===== config.mk =====
export PLATFORM = sky130hd
export DESIGN_NAME = mips_bus_arbiter
export DESIGN_NICKNAME = d
export VERILOG_FILES = /design/src/rtl/mips_bus_pkg.sv /design/src/rtl/mips_bus_stall_wdog.sv /design/src/rtl/mips_bus_arbiter.sv
export SDC_FILE = /design/constraint.sdc
export NUM_CORES = 1
export LEC_CHECK = 0
export ABC_AREA = 1
export BUFFER_PORTS_ARGS = -buffer_cell sky130_fd_sc_hd__clkbuf_2
export CORE_AREA = 2 2 121 123
export CTS_BUF_LIST = sky130_fd_sc_hd__clkbuf_4
export DETAILED_ROUTE_END_ITERATION = 16
export DIE_AREA = 0 0 123 125
export MAX_ROUTING_LAYER = met4
export SLEW_MARGIN = 20
export SYNTH_ARGS = -nofsm -noshare
export SYNTH_HDL_FRONTEND = slang
export SYNTH_SLANG_ARGS = --single-unit
export TNS_END_PERCENT = 20

===== constraint.sdc =====
create_clock -name clk -period 2.7 [get_ports clk]
set_input_delay 0.54 -clock clk [delete_from_list [all_inputs] [get_ports clk]]
set_output_delay 0.54 -clock clk [all_outputs]
set_load 0.02 [all_outputs]

===== src/rtl/mips_bus_pkg.sv =====
// Shared types and constants for the MIPS memory-bus arbiter.
//   arb_state_t      : arbiter FSM states
//   GRANT_I/GRANT_D  : one-hot grant encodings (bit0 = fetch, bit1 = data)
//   ADDR_W/DATA_W/BE_W : bus widths
package mips_bus_pkg;

    localparam int ADDR_W = 32;
    localparam int DATA_W = 32;
    localparam int BE_W   = 4;

    typedef enum logic [1:0] {
        IDLE  = 2'd0,
        GNT_I = 2'd1,
        GNT_D = 2'd2
    } arb_state_t;

    localparam logic [1:0] GRANT_I = 2'b01;
    localparam logic [1:0] GRANT_D = 2'b10;

endpackage


===== src/rtl/mips_bus_stall_wdog.sv =====
// Stall watchdog: counts consecutive cycles the bus owner is held off by the
// slave and raises a sticky error once the count reaches MAX_WAIT.
//   clk         : system clock
//   reset       : asynchronous active-low reset
//   stalled     : owner requesting while the slave asserts waitrequest
//   clear       : transfer completed or ownership changed this cycle
//   stall_error : sticky flag, cleared only by reset
module mips_bus_stall_wdog #(
    parameter int MAX_WAIT = 255
) (
    input  logic clk,
    input  logic reset,
    input  logic stalled,
    input  logic clear,
    output logic stall_error
);

    localparam logic [7:0] LIMIT = 8'(MAX_WAIT);

    logic [7:0] count;
    logic [7:0] count_inc;

    assign count_inc = count + 8'd1;

    always_ff @(posedge clk or negedge reset) begin
        if (!reset) begin
            count       <= '0;
            stall_error <= 1'b0;
        end else if (clear) begin
            count <= '0;
        end else if (stalled && (count != LIMIT)) begin
            count <= count_inc;
            // flag in the same edge the counter lands on the limit
            if (count_inc == LIMIT) begin
                stall_error <= 1'b1;
            end
        end
    end

endmodule


===== src/rtl/mips_bus_arbiter.sv =====
// Two-master arbiter sharing one memory bus between the CPU fetch port (i_*)
// and the CPU data port (d_*). Registered, parked grant; round-robin or fixed
// data priority on simultaneous requests; no preemption mid-transfer.
//   i_* / d_*   : private port buses (address/read/write/byteenable/
//                 writedata in, readdata/waitrequest out)
//   m_*         : shared memory bus
//   grant       : one-hot owner (bit0 fetch, bit1 data), 00 while idle
//   stall_error : sticky watchdog flag
//
// state | meaning
// IDLE  | no owner yet (only after reset); memory bus quiet, both ports stalled
// GNT_I | fetch port owns the bus (active or parked)
// GNT_D | data port owns the bus (active or parked)
module mips_bus_arbiter
    import mips_bus_pkg::*;
#(
    parameter int DATA_PRIORITY = 0,
    parameter int MAX_WAIT      = 255
) (
    input  logic              clk,
    input  logic              reset,
    input  logic [ADDR_W-1:0] i_address,
    input  logic              i_read,
    input  logic              i_write,
    input  logic [BE_W-1:0]   i_byteenable,
    input  logic [DATA_W-1:0] i_writedata,
    output logic [DATA_W-1:0] i_readdata,
    output logic              i_waitrequest,
    input  logic [ADDR_W-1:0] d_address,
    input  logic              d_read,
    input  logic              d_write,
    input  logic [BE_W-1:0]   d_byteenable,
    input  logic [DATA_W-1:0] d_writedata,
    output logic [DATA_W-1:0] d_readdata,
    output logic              d_waitrequest,
    output logic [ADDR_W-1:0] m_address,
    output logic              m_read,
    output logic              m_write,
    output logic [BE_W-1:0]   m_byteenable,
    output logic [DATA_W-1:0] m_writedata,
    input  logic [DATA_W-1:0] m_readdata,
    input  logic              m_waitrequest,
    output logic [1:0]        grant,
    output logic              stall_error
);

    arb_state_t state, state_next;
    logic       last_d;     // 1 when the data port was the most recent grantee
    logic       req_i, req_d, owner_req, done, stalled;

    assign req_i = i_read | i_write;
    assign req_d = d_read | d_write;

    always_comb begin
        owner_req = 1'b0;
        case (state)
            GNT_I:   owner_req = req_i;
            GNT_D:   owner_req = req_d;
            default: owner_req = 1'b0;
        endcase
    end

    assign done    = owner_req & ~m_waitrequest;
    assign stalled = owner_req &  m_waitrequest;

    always_ff @(posedge clk or negedge reset) begin
        if (!reset) begin
            state  <= IDLE;
            last_d <= 1'b1;
        end else begin
            state <= state_next;
            if (state_next != state) begin
                last_d <= (state_next == GNT_D);
            end
        end
    end

    // Ownership only moves when the owner is free (completed or not asking);
    // a held request under waitrequest always keeps the bus.
    always_comb begin
        state_next = state;
        case (state)
            IDLE: begin
                if (req_i && req_d) begin
                    state_next = ((DATA_PRIORITY != 0) || !last_d) ? GNT_D : GNT_I;
                end else if (req_i) begin
                    state_next = GNT_I;
                end else if (req_d) begin
                    state_next = GNT_D;
                end
            end
            GNT_I: begin
                if (req_d && (!req_i || done)) begin
                    state_next = GNT_D;
                end
            end
            GNT_D: begin
                // with data priority a still-requesting data port keeps the bus
                if (req_i && (!req_d || (done && (DATA_PRIORITY == 0)))) begin
                    state_next = GNT_I;
                end
            end
            default: state_next = IDLE;
        endcase
    end

    always_comb begin
        m_address     = '0;
        m_read        = 1'b0;
        m_write       = 1'b0;
        m_byteenable  = '0;
        m_writedata   = '0;
        i_readdata    = '0;
        d_readdata    = '0;
        i_waitrequest = 1'b1;
        d_waitrequest = 1'b1;
        grant         = 2'b00;
        case (state)
            GNT_I: begin
                m_address     = i_address;
                m_read        = i_read;
                m_write       = i_write;
                m_byteenable  = i_byteenable;
                m_writedata   = i_writedata;
                i_readdata    = m_readdata;
                d_readdata    = m_readdata;
                i_waitrequest = m_waitrequest;
                grant         = GRANT_I;
            end
            GNT_D: begin
                m_address     = d_address;
                m_read        = d_read;
                m_write       = d_write;
                m_byteenable  = d_byteenable;
                m_writedata   = d_writedata;
                i_readdata    = m_readdata;
                d_readdata    = m_readdata;
                d_waitrequest = m_waitrequest;
                grant         = GRANT_D;
            end
            default: ;
        endcase
    end

    mips_bus_stall_wdog #(
        .MAX_WAIT (MAX_WAIT)
    ) u_wdog (
        .clk         (clk),
        .reset       (reset),
        .stalled     (stalled),
        .clear       (done | (state_next != state)),
        .stall_error (stall_error)
    );

endmodule


### After elaboration in Yosys (flattened, before gate mapping)

Index checks and enable logic that the tools add are counted.

| storage, ports and cells | value |
|---|---|
| register bits after elaboration | 12 |
| latch bits | 0 |
| memory bits (writable) | 0 |
| memory bits (read-only) | 0 |
| input bits | 175 |
| word-level logic and storage cells | 49 |
| memories | 0 |

| cells by class | value |
|---|---|
| add/subtract/negate cells | 1 |
| multipliers | 0 |
| div/mod/pow operators | 0 |
| magnitude comparators | 0 |
| eq/ne operators | 6 |
| shift operators | 0 |
| multiplexer cells | 19 |
| bitwise gates (word level) | 7 |
| reductions and logical operators | 12 |

Operators with widths:

| operator | number |
|---|---|
| $pmux 32 s2 | 2 |
| $mux 32 | 1 |
| $mux 8 | 2 |
| $mux 2 | 6 |
| $add 8x1->8 const B | 1 |
| $eq 8x8->1 const B | 1 |
| $ne 8x8->1 const B | 1 |
| $pmux 4 s2 | 1 |
| $pmux 1 s2 | 3 |
| $pmux 2 s3 | 1 |
| $eq 2x2->1 const B | 2 |
| $logic_and 1x1->1 | 4 |
| $pmux 2 s2 | 1 |
| $or 1x1->1 | 3 |
| $reduce_and 3->1 | 1 |
| $and 1x1->1 | 2 |
| $eq 2x1->1 const B | 1 |
| $logic_not 1->1 | 2 |
| $logic_not 2->1 | 1 |
| $logic_or 1x1->1 | 2 |
| $mux 1 | 2 |
| $ne 2x2->1 | 1 |
| $not 1->1 | 2 |
| $reduce_bool 2->1 | 1 |
| $reduce_or 2->1 | 1 |

### Depth between registers and ports, before layout

Gate-level depths: netlist of run 1.

| logic depth | value |
|---|---|
| depth after elaboration | 11 |
| mapped depth | 15 |
| depth with buffers taken out | 15 |

### By module

From an unflattened synthesis of run 1, not the netlist that was laid out.

| second synthesis, totals | value |
|---|---|
| cell total of the unflattened synthesis | 473 |
| area, all modules | 2,406.1 µm² |

By module, submodules not included:

| module | instances | cells each | area each (µm²) | seq. area each (µm²) |
|---|---|---|---|---|
| mips_bus_arbiter | 1 | 397 | 1,869.3 | 76.3 |
| mips_bus_stall_wdog | 1 | 76 | 536.8 | 225.2 |

### Worst setup path before layout of run 1

OpenSTA, ideal clock, no wires.

| path | value |
|---|---|
| kind | register to output |
| from | register state[1] |
| to | output port m_writedata[10] |
| arrival time | 1,764 ps |
| required time | 2,160 ps |
| slack | 396 ps |
| cell stages (with the launch flop) | 7 |
| path buffers | 2 |
| cell sequence | dfrtp_1 > inv_1 > ha_1 > clkbuf_1 > clkbuf_1 > nand2_1 > a21oi_1 |

| on the way | value |
|---|---|
| longest elaborated chain between the ends | 2 |
| elaborated cells between the ends (all ways) | 3 |

RTL lines:

| element | RTL line | text |
|---|---|---|
| from (decl) | mips_bus_arbiter.sv:47 | `arb_state_t state, state_next;` |
| from (signal assigned) | mips_bus_arbiter.sv:71 | `state <= state_next;` |
| $eq 2x2->1 / $eq 2x1->1 (equally long branches) | mips_bus_arbiter.sv:118 | `case (state)` |
| $pmux 32 s2 * | mips_bus_arbiter.sv:118 |  |
| to (decl) | mips_bus_arbiter.sv:40 | `output logic [DATA_W-1:0] m_writedata,` |

Mark *: on every way between the ends. The rest lies on a longest branch, timed or not.

### Final worst setup path of run 1

| path | value |
|---|---|
| from | register state[1] |
| to | output port m_address[28] |

| on the way | value |
|---|---|
| longest elaborated chain between the ends | 2 |
| elaborated cells between the ends (all ways) | 3 |

RTL lines:

| element | RTL line | text |
|---|---|---|
| $eq 2x2->1 / $eq 2x1->1 (equally long branches) | mips_bus_arbiter.sv:118 |  |
| $pmux 32 s2 * | mips_bus_arbiter.sv:118 |  |
| to (decl) | mips_bus_arbiter.sv:36 | `output logic [ADDR_W-1:0] m_address,` |

Marked as above.

==> results of run 1 <==
how the worst min path moves through the flow:
stage / startpoint / end / slack (ps) / cells after the start
after floorplan: reset / state[0] / 240 / 0
after global placement: reset / u_wdog.stall_error / 450 / 1
after detailed placement: reset / u_wdog.stall_error / 450 / 1
after CTS: reset / u_wdog.count[3] / 150 / 1
after global routing: reset / u_wdog.stall_error / 170 / 1
final: reset / u_wdog.stall_error / 150 / 1
power by group through the flow:
stage | Combinational, uW | Clock [uW] | Sequential, uW
floorplan | 2910 | 0 | 236
global placement | 4110 | 0 | 244
detailed placement | 4110 | 0 | 245
CTS | 4120 | 131 | 241
global route | 4490 | 140 | 252
finish | 4120 | 124 | 247
registers in the layout, indices dropped and copies added (netlist names):
register	count
u_wdog.count	8
u_wdog.stall_error	1
last_d	1
state	2
Yosys cell counts:
library cell / count / area share
nor2_1: 15 / 0.023
nand2_4: 1 / 0.0047
dfrtp_1: 11 / 0.11
ha_1: 8 / 0.042
buf_4: 32 / 0.10
inv_1: 44 / 0.069
nor2_2: 3 / 0.0078
mux2i_1: 1 / 0.0042
nand2_2: 8 / 0.021
nand3b_1: 1 / 0.0031
buf_2: 3 / 0.0063
nand4_1: 1 / 0.0026
a21oi_2: 1 / 0.0037
nor3_1: 2 / 0.0042
o21ai_0: 3 / 0.0063
a21oi_1: 76 / 0.16
o21ai_1: 1 / 0.0021
nor3_2: 1 / 0.0042
buf_1: 1 / 0.0016
dfstp_2: 1 / 0.011
o21a_1: 1 / 0.0031
clkbuf_1: 24 / 0.038
nand3_1: 9 / 0.019
inv_2: 6 / 0.0094
o211ai_1: 1 / 0.0031
nand2_1: 192 / 0.30
xor2_1: 6 / 0.022
nand3_4: 2 / 0.015
kinds of logic (layout without fill, tap and decap cells):
group | Yosys count | after routing | share of synthesized area
buffers and inverters | 110 | 378 | 0.224
AO/OA/AOI/OAI | 83 | 83 | 0.177
AND/OR/NAND/NOR | 235 | 235 | 0.405
adder cells (fa/ha/maj) | 8 | 8 | 0.0418
flip-flops | 12 | 12 | 0.126
XOR/XNOR | 6 | 6 | 0.0219
multiplexers | 1 | 1 | 0.00418
metal layers:
| metal | part of all wire | routed length (um) | vias to the layer above |
|---|---|---|---|
| met5 | 0 | 0 | - |
| met4 | 0.0092 | 106 | 0 |
| met3 | 0.053 | 610 | 8 |
| met2 | 0.51 | 5870 | 137 |
| met1 | 0.43 | 4930 | 1589 |
| li1 | - | - | 1904 |
what timing repair did:
| item | CTS | global route |
|---|---|---|
| setup endpoints to repair | 0 | 96 |
| setup buffers | 0 | 0 |
| hold endpoints to repair | 0 | 0 |
| resized for setup | 0 | 6 |
layout make-up:
class	count	area (sq um)	share of cell area
clock buffer	4	30.0	0.00748
inverter	50	190	0.0474
multi-input combinational	333	1570	0.392
sequential	12	303	0.0754
tap	184	230	0.0573
timing repair buffer	324	1690	0.421
per-stage QoR:
step	utilization	cell area, sq um	hold WS, ps
floorplan	-	2400	244
global placement	0.279	3970	446
detailed placement	0.279	3970	449
CTS	0.282	4000	155
global route	0.283	4020	166
finish	0.283	4020	152
==> results.sh, run 1 <==
export IMPL_die_x_um=123
export IMPL_layout_drive_gt1_share=0.491
export IMPL_slowest_stage="dfrtp_1"
export IMPL_htreeDepth=1
export IMPL_numClockSinks=12
export IMPL_crit_path_end="m_address[28]"
export IMPL_r2r_end="u_wdog.count[0]"
export IMPL_routedWlPerCell_um=12.7
export IMPL_netlist_area_sq_um=2400
export IMPL_post_place_ws_ps=306
export IMPL_min_path_type="in -> async"
export IMPL_cts_path_max_buffers=2
export IMPL_clkTransAtPathRegs_ps=70
export IMPL_viasPerCell=4.01
export IMPL_antenna_cells=0
export IMPL_skew_ps=1.94
export IMPL_die_area_sq_um=15400
export IMPL_vias=3638
export IMPL_worstPathArrival_ps=1990
export IMPL_grt_overflow=0
export IMPL_grt_pass1_wl_mm=17.7
export IMPL_start_util=0.169
export IMPL_switching_share=0.662
export IMPL_gp_congestion=0.861
export IMPL_wl_mm=11.5
export IMPL_cts_tree="built"
export IMPL_use_met2=0.254
export IMPL_start_kind="register"
export IMPL_endpoint_kind="output pin"
export IMPL_final_min_clock_period_ps=2530
export IMPL_layout_commonest_cell="clkbuf_2"
export IMPL_worstPathBufferInverterCount=3
export IMPL_cts_root_buf="clkbuf_4"
export IMPL_core_area_sq_um=14200
export IMPL_drt_initial_drc_count=142
export IMPL_maxSlewHeadroom=0.785
export IMPL_synthesis_nets=638
export IMPL_cp_num_cells=6
export IMPL_power_switching_uw=2970
export IMPL_nets=907
export IMPL_vdd_drop_max_v=0.000453
export IMPL_io_buffers=313
export IMPL_timing_final_ws_setup_ps=174
export IMPL_worstPathRequired_ps=2160
export IMPL_setup_tns_ps=0
export IMPL_pwr_density_cell_nw_per_um2=1120
export IMPL_grt_pass1_vias=3325
export IMPL_critPathTopFamily="buffers and inverters"
export IMPL_total_power_uw=4490
export IMPL_dr_pass1_iters=4
export IMPL_critPathMaxFanout=61
export IMPL_postSynthCellCount=455
export IMPL_rsz0062_at_grt="false"
export IMPL_slew_viol_final=0
export IMPL_critical_path_max_stage_delay_ps=480
export IMPL_die_h_um=125
export IMPL_fillers=1640
export IMPL_finalCritPeriodShare=0.935
export IMPL_power_internal_uw=1520
export IMPL_grt_busiest_layer="met2"
export IMPL_clock_power_share=0.028
export IMPL_io_pins=314
export IMPL_synth_seq_cells=12
export IMPL_fmax_ghz=0.396
export IMPL_syn_avg_cell_area_sq_um=5.27
export IMPL_hold_viol=0
export IMPL_reg2regPathDepth=13
export IMPL_synth_cell_type_count=28
export IMPL_final_cell_count_no_fill=907
export IMPL_leakage_uw=0.00245
export IMPL_hold_buffers=0
export IMPL_layout_common_cells="clkbuf_2, nand2_1, a21oi_1"
export IMPL_grt_max_degree=62
export IMPL_synth_seq_area_share=0.126
export IMPL_startpoint="state[1]"
export IMPL_status="finished, final reports clean"
export IMPL_ys_warn_count=0
export IMPL_rows=44
export IMPL_cts_buffers=3
export IMPL_drc=0
export IMPL_worstMarginPinSlew_ps=323
export IMPL_drtAntennaViolNets=0
export IMPL_path_cells="inv_2, ha_2, buf_12, nand2_1, a21oi_1, clkbuf_2"
export IMPL_placed_cells=903
export IMPL_worstSkewPairLatency_ps=270
export IMPL_setup_viol=0
export IMPL_syn2layout_area_growth_pct=67.6
export IMPL_ff2ff_setup_slack_ps=390
export IMPL_reg2reg_from="state[1]"
export IMPL_crit_type="reg -> out"
export IMPL_power_frac_comb=0.917
export IMPL_grtUsageMet1=0.189
export IMPL_grt_total_usage=0.147
export IMPL_power_frac_seq=0.055
export IMPL_dp_hpwl_mm=9.88
export IMPL_drv_cap=0
export IMPL_grt_use_met3=0.0132
export IMPL_antenna_found_initial=0
No activity file was read; power rests on OpenSTA's default activity.
==> inputs of run 2 (changes only) <==
- REMOVE_ABC_BUFFERS: unset -> 1
==> results.sh, run 2 (synthesis gave the netlist of run 1 again) <==
export IMPL_slew_viol_final=0
export IMPL_final_cell_count_no_fill=920
export IMPL_worstPathRequired_ps=2160
export IMPL_vdd_drop_max_v=0.000732
export IMPL_io_pins=314
export IMPL_use_met2=0.227
export IMPL_fillers=1642
export IMPL_drv_cap=0
export IMPL_hold_viol=0
export IMPL_nets=920
export IMPL_drc=0
export IMPL_die_h_um=125
export IMPL_finalCritPeriodShare=0.974
export IMPL_grt_pass1_wl_mm=16.6
export IMPL_die_area_sq_um=15400
export IMPL_leakage_uw=0.00252
export IMPL_grtUsageMet1=0.180
export IMPL_critical_path_max_stage_delay_ps=490
export IMPL_start_kind="register"
export IMPL_grt_use_met3=0.0119
export IMPL_drtAntennaViolNets=0
export IMPL_endpoint_kind="output pin"
export IMPL_utilization=0.290
export IMPL_dp_hpwl_mm=9.18
export IMPL_grt_overflow=0
export IMPL_seq_area_sq_um=303
export IMPL_layout_drive_gt1_share=0.497
export IMPL_worstPathBufferInverterCount=3
export IMPL_final_area_sq_um=4120
export IMPL_largest_register_ffs=8
export IMPL_critPathMaxFanout=54
export IMPL_worstSkewPairLatency_ps=270
export IMPL_vias=3719
export IMPL_start_util=0.169
export IMPL_grt_total_usage=0.135
export IMPL_hold_buffers=0
export IMPL_pwr_density_cell_nw_per_um2=1120
export IMPL_min_path_type="in -> async"
export IMPL_reg_top3="u_wdog.count: 8 flops, state: 2 flops"
export IMPL_rows=44
export IMPL_drt_initial_drc_count=207
export IMPL_multi_input_area_sq_um=1570
export IMPL_cts_root_buf="clkbuf_4"
export IMPL_htreeDepth=1
export IMPL_cts_path_max_buffers=2
export IMPL_io_buffers=313
export IMPL_gp_congestion=0.841
export IMPL_maxSlewHeadroom=0.796
export IMPL_cts_buffers=3
export IMPL_worstPathArrival_ps=2090
export IMPL_die_x_um=123
export IMPL_syn2layout_area_growth_pct=72.1
export IMPL_critPathTopFamily="buffers and inverters"
export IMPL_setup_viol=0
export IMPL_skew_ps=4.49
export IMPL_post_dp_cell_area_sq_um=4080
export IMPL_grt_busiest_layer="met2"
export IMPL_cts_tree="built"
export IMPL_clkTransAtPathRegs_ps=70
export IMPL_crit_type="reg -> out"
export IMPL_fmax_ghz=0.380
export IMPL_dr_pass1_iters=4
export IMPL_placed_cells=916
export IMPL_slowest_stage="dfrtp_2"
export IMPL_layout_common_cells="clkbuf_2, nand2_1, a21oi_1"
export IMPL_core_area_sq_um=14200
export IMPL_worstMarginPinSlew_ps=305
export IMPL_grt_pass1_vias=3530
export IMPL_antenna_cells=0
export IMPL_regMostFlops="u_wdog.count"
export IMPL_numClockSinks=12
export IMPL_status="finished, final reports clean"
export IMPL_final_min_clock_period_ps=2630
export IMPL_wl_mm=10.7
export IMPL_rsz0062_at_grt="true"
export IMPL_routedWlPerCell_um=11.6
export IMPL_viasPerCell=4.04
export IMPL_grt_max_degree=55
export IMPL_antenna_found_initial=0
export IMPL_layout_commonest_cell="clkbuf_2"
export IMPL_path_cells="inv_1, ha_2, buf_12, nand2_1, a21oi_1, clkbuf_2"
-- run 2: cell types whose count changed in the layout (fill, tap and decap cells not counted), sizes merged --
cell | before | now
buf | 11 | 24
clkbuf | 317 | 316
clkinv | 0 | 1
-- run 2: through the flow --
| stage | hold WS, ps | setup WS [ps] | TNS, ps | power (uW) |
|---|---|---|---|---|
| floorplan | 244 | -557 | -25660 | 2760 |
| global placement | 450 | 204 | 0 | 4510 |
| detailed placement | 450 | 195 | 0 | 4490 |
| CTS | 154 | 57.3 | 0 | 4640 |
| global route | 170 | -13.5 | -22.2 | 5000 |
| finish | 144 | 70.6 | 0 | 4600 |
-- run 2: area by class of cell --
cell class	count	share of cell area
Clock buffer	3	0.00546
Clock inverter	1	0.000910
Inverter	50	0.0461
Multi-Input combinational cell	333	0.381
Sequential cell	12	0.0734
Tap cell	184	0.0558
Timing Repair Buffer	337	0.437
-- run 2: report_power, final --
part | internal, uW | switching [uW]
Sequential | 210 | 38.4
Clock | 53.4 | 56.6
Combinational | 1370 | 2870
-- run 2: metal layers --
| metal | part of all wire | up-vias |
|---|---|---|
| met1 | 0.44 | 1644 |
| li1 | - | 1930 |
| met4 | 0.0065 | 0 |
| met2 | 0.50 | 137 |
| met5 | 0 | - |
| met3 | 0.056 | 8 |
-- run 2: final timing paths --
kind	cells after the start	slack, ps	end	from
max	6	70	m_address[14]	state[0]
min	1	140	u_wdog.count[2]	reset
max reg2reg	13	360	u_wdog.count[1]	state[1]
min reg2reg	2	470	u_wdog.stall_error	u_wdog.stall_error
max in group asynchronous	1	2270	last_d	reset
min in group clk	2	470	u_wdog.stall_error	u_wdog.stall_error
-- run 2: repair_timing --
| item | 4_1_cts | 5_1_grt |
|---|---|---|
| buffers inserted | 0 | 0 |
| setup endpoints to repair | 64 | 26 |
| gates resized for setup | 3 | 1 |
